[config.mk]
export PLATFORM = sky130hd
export DESIGN_NAME = crono_ctrl
export DESIGN_NICKNAME = d
export VERILOG_FILES = /design/src/rtl/crono_ctrl.sv
export SDC_FILE = /design/constraint.sdc
export NUM_CORES = 1
export LEC_CHECK = 0
export BUFFER_PORTS_ARGS = -buffer_cell sky130_fd_sc_hd__buf_2
export CORE_MARGIN = 4
export CORE_UTILIZATION = 29
export DETAILED_ROUTE_END_ITERATION = 12
export SETUP_SLACK_MARGIN = 0.4
export SYNTH_ARGS = -nofsm -noshare
export SYNTH_HDL_FRONTEND = slang
export SYNTH_SLANG_ARGS = --single-unit
[constraint.sdc]
create_clock -name clk -period 2.96 [get_ports clk]
set_input_delay 0.888 -clock clk [delete_from_list [all_inputs] [get_ports clk]]
set_output_delay 0.888 -clock clk [all_outputs]
set_load 0.05 [all_outputs]
[src/rtl/crono_ctrl.sv]
// Stopwatch control unit: key synchronisation and debouncing, start/pause/lap/clear
// sequencing, and the centisecond prescaler that produces tick/clr/lap_load strobes.
module crono_ctrl #(
    parameter int CLK_DIV    = 50000,
    parameter int DEB_CYCLES = 1000
) (
    input  logic       clk,
    input  logic       rst,
    input  logic       key0,
    input  logic       key1,
    output logic       tick,
    output logic       clr,
    output logic       lap_load,
    output logic       frozen,
    output logic       running,
    output logic [1:0] state
);

    localparam logic [1:0] S_IDLE  = 2'b00;
    localparam logic [1:0] S_RUN   = 2'b01;
    localparam logic [1:0] S_PAUSE = 2'b10;
    localparam logic [1:0] S_LAP   = 2'b11;

    localparam int PW = $clog2(CLK_DIV);
    localparam int DW = (DEB_CYCLES > 1) ? $clog2(DEB_CYCLES) : 1;
    localparam logic [PW-1:0] PRE_MAX = PW'(CLK_DIV - 1);
    localparam logic [DW-1:0] DEB_MAX = DW'(DEB_CYCLES - 1);

    logic [1:0]    keys;
    logic [1:0]    sync1;
    logic [1:0]    sync2;
    logic [1:0]    level;
    logic [1:0]    press;
    logic [DW-1:0] deb_cnt [2];
    logic [PW-1:0] pre;

    logic [1:0] nxt_state;
    logic       nxt_clr;
    logic       nxt_lap;
    logic       nxt_running;

    assign keys = {key1, key0};

    // Index 0 is key0, index 1 is key1; press is a registered one-cycle pulse on a
    // debounced falling edge only.
    always_ff @(posedge clk) begin
        if (rst) begin
            sync1 <= '1;
            sync2 <= '1;
            level <= '1;
            press <= '0;
            for (int unsigned i = 0; i < 2; i++) begin
                deb_cnt[i] <= '0;
            end
        end else begin
            sync1 <= keys;
            sync2 <= sync1;
            for (int unsigned i = 0; i < 2; i++) begin
                press[i] <= 1'b0;
                if (sync2[i] == level[i]) begin
                    deb_cnt[i] <= '0;
                end else if (deb_cnt[i] == DEB_MAX) begin
                    level[i]   <= sync2[i];
                    deb_cnt[i] <= '0;
                    press[i]   <= ~sync2[i];
                end else begin
                    deb_cnt[i] <= deb_cnt[i] + DW'(1);
                end
            end
        end
    end

    // key1 has priority: a key0 press in the same cycle is dropped.
    always_comb begin
        nxt_state = state;
        nxt_clr   = 1'b0;
        nxt_lap   = 1'b0;
        if (press[1]) begin
            case (state)
                S_IDLE:  nxt_state = S_RUN;
                S_RUN:   nxt_state = S_PAUSE;
                S_PAUSE: nxt_state = S_RUN;
                default: nxt_state = S_PAUSE;
            endcase
        end else if (press[0]) begin
            case (state)
                S_IDLE:  nxt_clr = 1'b1;
                S_RUN: begin
                    nxt_state = S_LAP;
                    nxt_lap   = 1'b1;
                end
                S_PAUSE: begin
                    nxt_state = S_IDLE;
                    nxt_clr   = 1'b1;
                end
                default: nxt_state = S_RUN;
            endcase
        end
        nxt_running = (nxt_state == S_RUN) || (nxt_state == S_LAP);
    end

    // tick is gated by the next running level so no tick lands in the first
    // PAUSE/IDLE cycle; the prescaler still wraps and PAUSE keeps its phase.
    always_ff @(posedge clk) begin
        if (rst) begin
            state    <= S_IDLE;
            clr      <= 1'b0;
            lap_load <= 1'b0;
            frozen   <= 1'b0;
            running  <= 1'b0;
            tick     <= 1'b0;
            pre      <= '0;
        end else begin
            state    <= nxt_state;
            clr      <= nxt_clr;
            lap_load <= nxt_lap;
            frozen   <= (nxt_state == S_LAP);
            running  <= nxt_running;
            tick     <= running && nxt_running && (pre == PRE_MAX);
            if (nxt_clr || (state == S_IDLE)) begin
                pre <= '0;
            end else if (running) begin
                pre <= (pre == PRE_MAX) ? '0 : pre + PW'(1);
            end
        end
    end

endmodule
# Word-level counts from Yosys, hierarchy flattened
# Memories as Yosys holds them, arrays and structs flattened.
# Index checks and enable logic that the tools add are counted.
[word_totals]
ff_bits = 31
latchBits = 0
mem_bits_rw = 20
mem_bits_ro = 0
in_bits = 4
out_inout_bits = 7
word_cells = 90
memories = 1
[mem_list]
columns = ["memory", "words", "word_bits", "rd", "rd_ports_with_merged_regs", "write_ports", "line", "text"]
rows = [
  ["deb_cnt", 2, 10, 2, 0, 2, "34", "logic [DW-1:0] deb_cnt [2];"],
]
[op_classes]
addsub = 3
multipliers = 0
n_div = 0
order_cmp = 0
eq_ne = 9
shift = 0
mux = 39
n_bitwise = 13
reduce_logical = 12
[op_table]
columns = ["op", "n"]
rows = [
  ["$mux 10", 6],
  ["$mux 1", 28],
  ["$add 10x1->10 const B", 2],
  ["$eq 10x10->1 const B", 2],
  ["$add 16x1->16 const B", 1],
  ["$eq 16x16->1 const B", 1],
  ["$mux 16", 1],
  ["$reduce_or 3->1", 3],
  ["$not 1->1", 7],
  ["$mux 2", 3],
  ["$or 1x1->1", 6],
  ["$pmux 2 s3", 1],
  ["$eq 2x1->1 const B", 2],
  ["$eq 2x2->1 const B", 2],
  ["$reduce_and 2->1", 2],
  ["$reduce_or 2->1", 2],
  ["$eq 1x1->1", 2],
  ["$logic_and 1x1->1", 2],
  ["$logic_not 2->1", 1],
  ["$logic_or 1x1->1", 2],
]

# Depth between registers and ports, before layout
[logic_depth]
ltp_word = 8
mapped_depth = 7
mapped_depth_nobuf = 5

# Worst setup path after synthesis
# Ideal clock, no wire load.
[synth_timing]
path_kind = "register to output"
startpoint = "register state[0]"
endpoint = "output state[0]"
arrival_time_ns = 0.933
required_time_ns = 2.072
setup_slack_ns = 1.139
stages_incl_launch_ff = 2
n_path_buf = 1
path_cell_list = "dfxtp_1 buf_4"
[synth_rtl]
columns = ["item", "line", "text"]
rows = [
  ["start, declared", "16", "output logic [1:0] state"],
  ["start signal, assigned", "114", "state <= nxt_state;"],
]
# No word-level cell between the ends.

==> impl_results.md <==
* Die Ht at 96.54 um
* Fraction of registers with async set or reset after synthesis at 0
* Vias per Instance at 4.306
* Status: completed
* R2R Setup Slk at 1050 ps
* Worst Path Required at 2070 ps
* Mapped Area at 0.002273 sq mm
* Clk sinks at 50
* Post-CTS Hold Buffers at 0
* CP startpoint kind: register
* Most frequent cells in the layout: nor2_1 (39), dfxtp_1 (30), edfxtp_1 (20), conb_1 (20), xor2_1 (17)
* Int Pwr at 1.048 mW
* Setup Viol. Count Final at 0
* Top cell type's share of synthesized area at 0.2642
* Worst R2R Path Depth at 4
* Routed vias at 1,520
* Ys flop type: dfxtp_1
* Cts bufs inserted at 5
* Psw at 0.2595 mW
* Reg2reg end: deb_cnt[1][7]
* Area Growth Syn to Fin at 14.58%
* Post-cts repair resize count at 0
* CP delay by family, top: flip-flops
* Buf+Inv Stages, Crit Path at 1
* Fmax at 0.4736 GHz
* Cell taking the most area after synthesis: dfxtp_1
* Max Cap Viol at 0
* R2R Path Start: deb_cnt[1][3]
* Final ANT Viol Nets at 0
* Ant diodes at 0
* Fin crit period at 2111 ps
* Sequential share of the synthesized area at 0.5283
* Number of cell rows at 32
* Leakage at 0.9319 nW
* Tcrit/Tclk final at 0.7133
* Setup slack after layout at 848.7 ps
* Later-pin clock latency in the skew report at 310 ps
* Clock Power Share at 0.408
* Finished Cell Area at 0.002605 sq mm
* # port buffers at 10
* Global-route wire length before repair at 6327 um
* Switching share of power at 0.1985
* Share of cells above drive strength 1 at 0.09960
* Critical path's slowest cell: dfxtp_1
* GPL Wtd Cong at 0.7598
* Post-Synthesis Cells at 224
* Commonest non-fill, non-tap cell in the layout: nor2_1
* Initial antenna violation count at 0
* Max clock buf depth at 2
* Die W at 96.54 um
* Core Region at 0.007687 sq mm
* H-Tree Depth at 2
* Routed WL at 3630 um
* Post-synth cell types at 35
* Normalized max-slew margin at 0.6617
* Crit-path cells: buf_2
* Clk_skew at 15.96 ps
* WHS at 417.6 ps
* Finished Layout Cells at 353
* Worst Setup EP: running
* Num ports at 11
* #FFs+latches synth at 50
* VDD IR-drop max at 0.2683 mV
* CTS tree: yes
* Seq pwr share at 0.567
* Worst slew pin tran at 507.4 ps
* Setup Fix Bufs, Post-CTS at 0
* Tot GR Track Use at 0.08824
* Placed inst area at 0.002472 sq mm
* Util after Layout at 0.3389
* Post-DP HPWL at 2592 um
* Full die area at 0.009320 sq mm
* CTS clk-pin slew, worst paths at 100 ps
* Hold path depth at 1
* Crit Path Category: register to primary output
* Crit path max fanout at 14
* Gr ovfl total at 0
* DRT iter0 DRCs at 39
* Stages on worst setup path at 1
* Root Driver: clkbuf_8
* Worst hold path class: register to register
* Unrepaired setup endpoints after global routing: false
* Detailed-route DRC error count at 0
* Worst Setup End Kind: primary output
* First-pass DRT Iterations at 4
* WL per Instance at 10.28 um
* Total power at 1.307 mW
* Final hold violations at 0
* Largest net degree at the start of global routing at 18
* Initial Utilization at 0.2957
* Slew Viols, Final at 0
* PwrDens at 501.8 mW/mm^2
* Vias in the first global route at 1,393
* Number of instances in the placed design at 345
* Nets@finish at 257
* Combinational share of power at 0.025
* Final sum of negative setup slack at 0 ps
* Top cells by area, synth: dfxtp_1 (26%), edfxtp_1 (26%), xor2_1 (6.5%)
* CP startpoint: state[0]
* Syn avg cell area at 10.15 sq um
* Worst stage delay on the critical path at 580 ps
* Synth warnings at 0
* Number of synthesized flops with an enable pin at 20
* Post-Place Setup Slack at 941.4 ps
* Crit path DAT at 1220 ps
[final cells by class]
| class | instances | area [sq um] |
|---|---|---|
| Tap cell | 102 | 127.6 |
| Sequential cell | 50 | 1201 |
| Inverter | 5 | 18.77 |
| Clock buffer | 6 | 93.84 |
| Multi-Input combinational cell | 178 | 1075 |
| Fill cell | 794 | 5082 |
| Clock inverter | 2 | 38.79 |
| Timing Repair Buffer | 10 | 50.05 |
[metal layers]
layer | vias to the layer above | global-route usage | wire [um]
met4 | 0 | 0.04206 | 86
met2 | 15 | 0.1270 | 1542
met5 | - | 0 | 0
met3 | 7 | 0.02401 | 105
met1 | 689 | 0.1219 | 1896
li1 | 809 | - | -
[synthesized netlist by cell type, types with 3 or more instances]
master	count
ha_1	3
inv_1	5
and2_1	4
nand2b_1	4
or4_1	3
nor3_1	7
and3_1	7
buf_2	7
and4_1	4
nand4_1	11
xor2_1	17
xnor2_1	16
nand3_1	7
dfxtp_1	30
edfxtp_1	20
a21oi_1	4
nand2_1	9
or2_2	4
nor2_1	39
nor4b_1	3
[worst min-delay path by stage]
| stage | from | end | slack [ps] |
|---|---|---|---|
| CTS | sync1[1] | sync2[1] | 420 |
| global route | sync1[1] | sync2[1] | 440 |
| floorplan | sync1[0] | sync2[0] | 390 |
| finish | sync1[1] | sync2[1] | 420 |
| detailed placement | sync1[1] | sync2[1] | 390 |
| global placement | sync1[1] | sync2[1] | 390 |
[power groups by stage]
stage / Combinational, mW / Sequential, mW / Clock (mW)
floorplan: 0.0263 / 0.754 / 0
global placement: 0.0315 / 0.757 / 0
detailed placement: 0.0319 / 0.758 / 0
CTS: 0.0322 / 0.742 / 0.564
global route: 0.0386 / 0.744 / 0.585
finish: 0.0323 / 0.741 / 0.534
[cell families after synthesis]
kind of cell               count (synthesis)  synth area share
adders and majority gates                  3           0.01651
and+or+nand+nor                          112            0.2675
DFF                                       50            0.5283
buffers and inverters                     15           0.03027
other                                      1          0.001649
AOI/OAI and AO/OA                          9           0.02422
muxes                                      1          0.004403
xor gates and xnor gates                  33            0.1271
[sequential cells by signal, summed over array words and instances, names as in the netlist]
register and flops:
sync2 2, tick 1, lap_load 1, press 2, state 2, clr 1, frozen 1, level 2
pre 16, sync1 2, deb_cnt 20
Power figures use the tool's default switching activity.
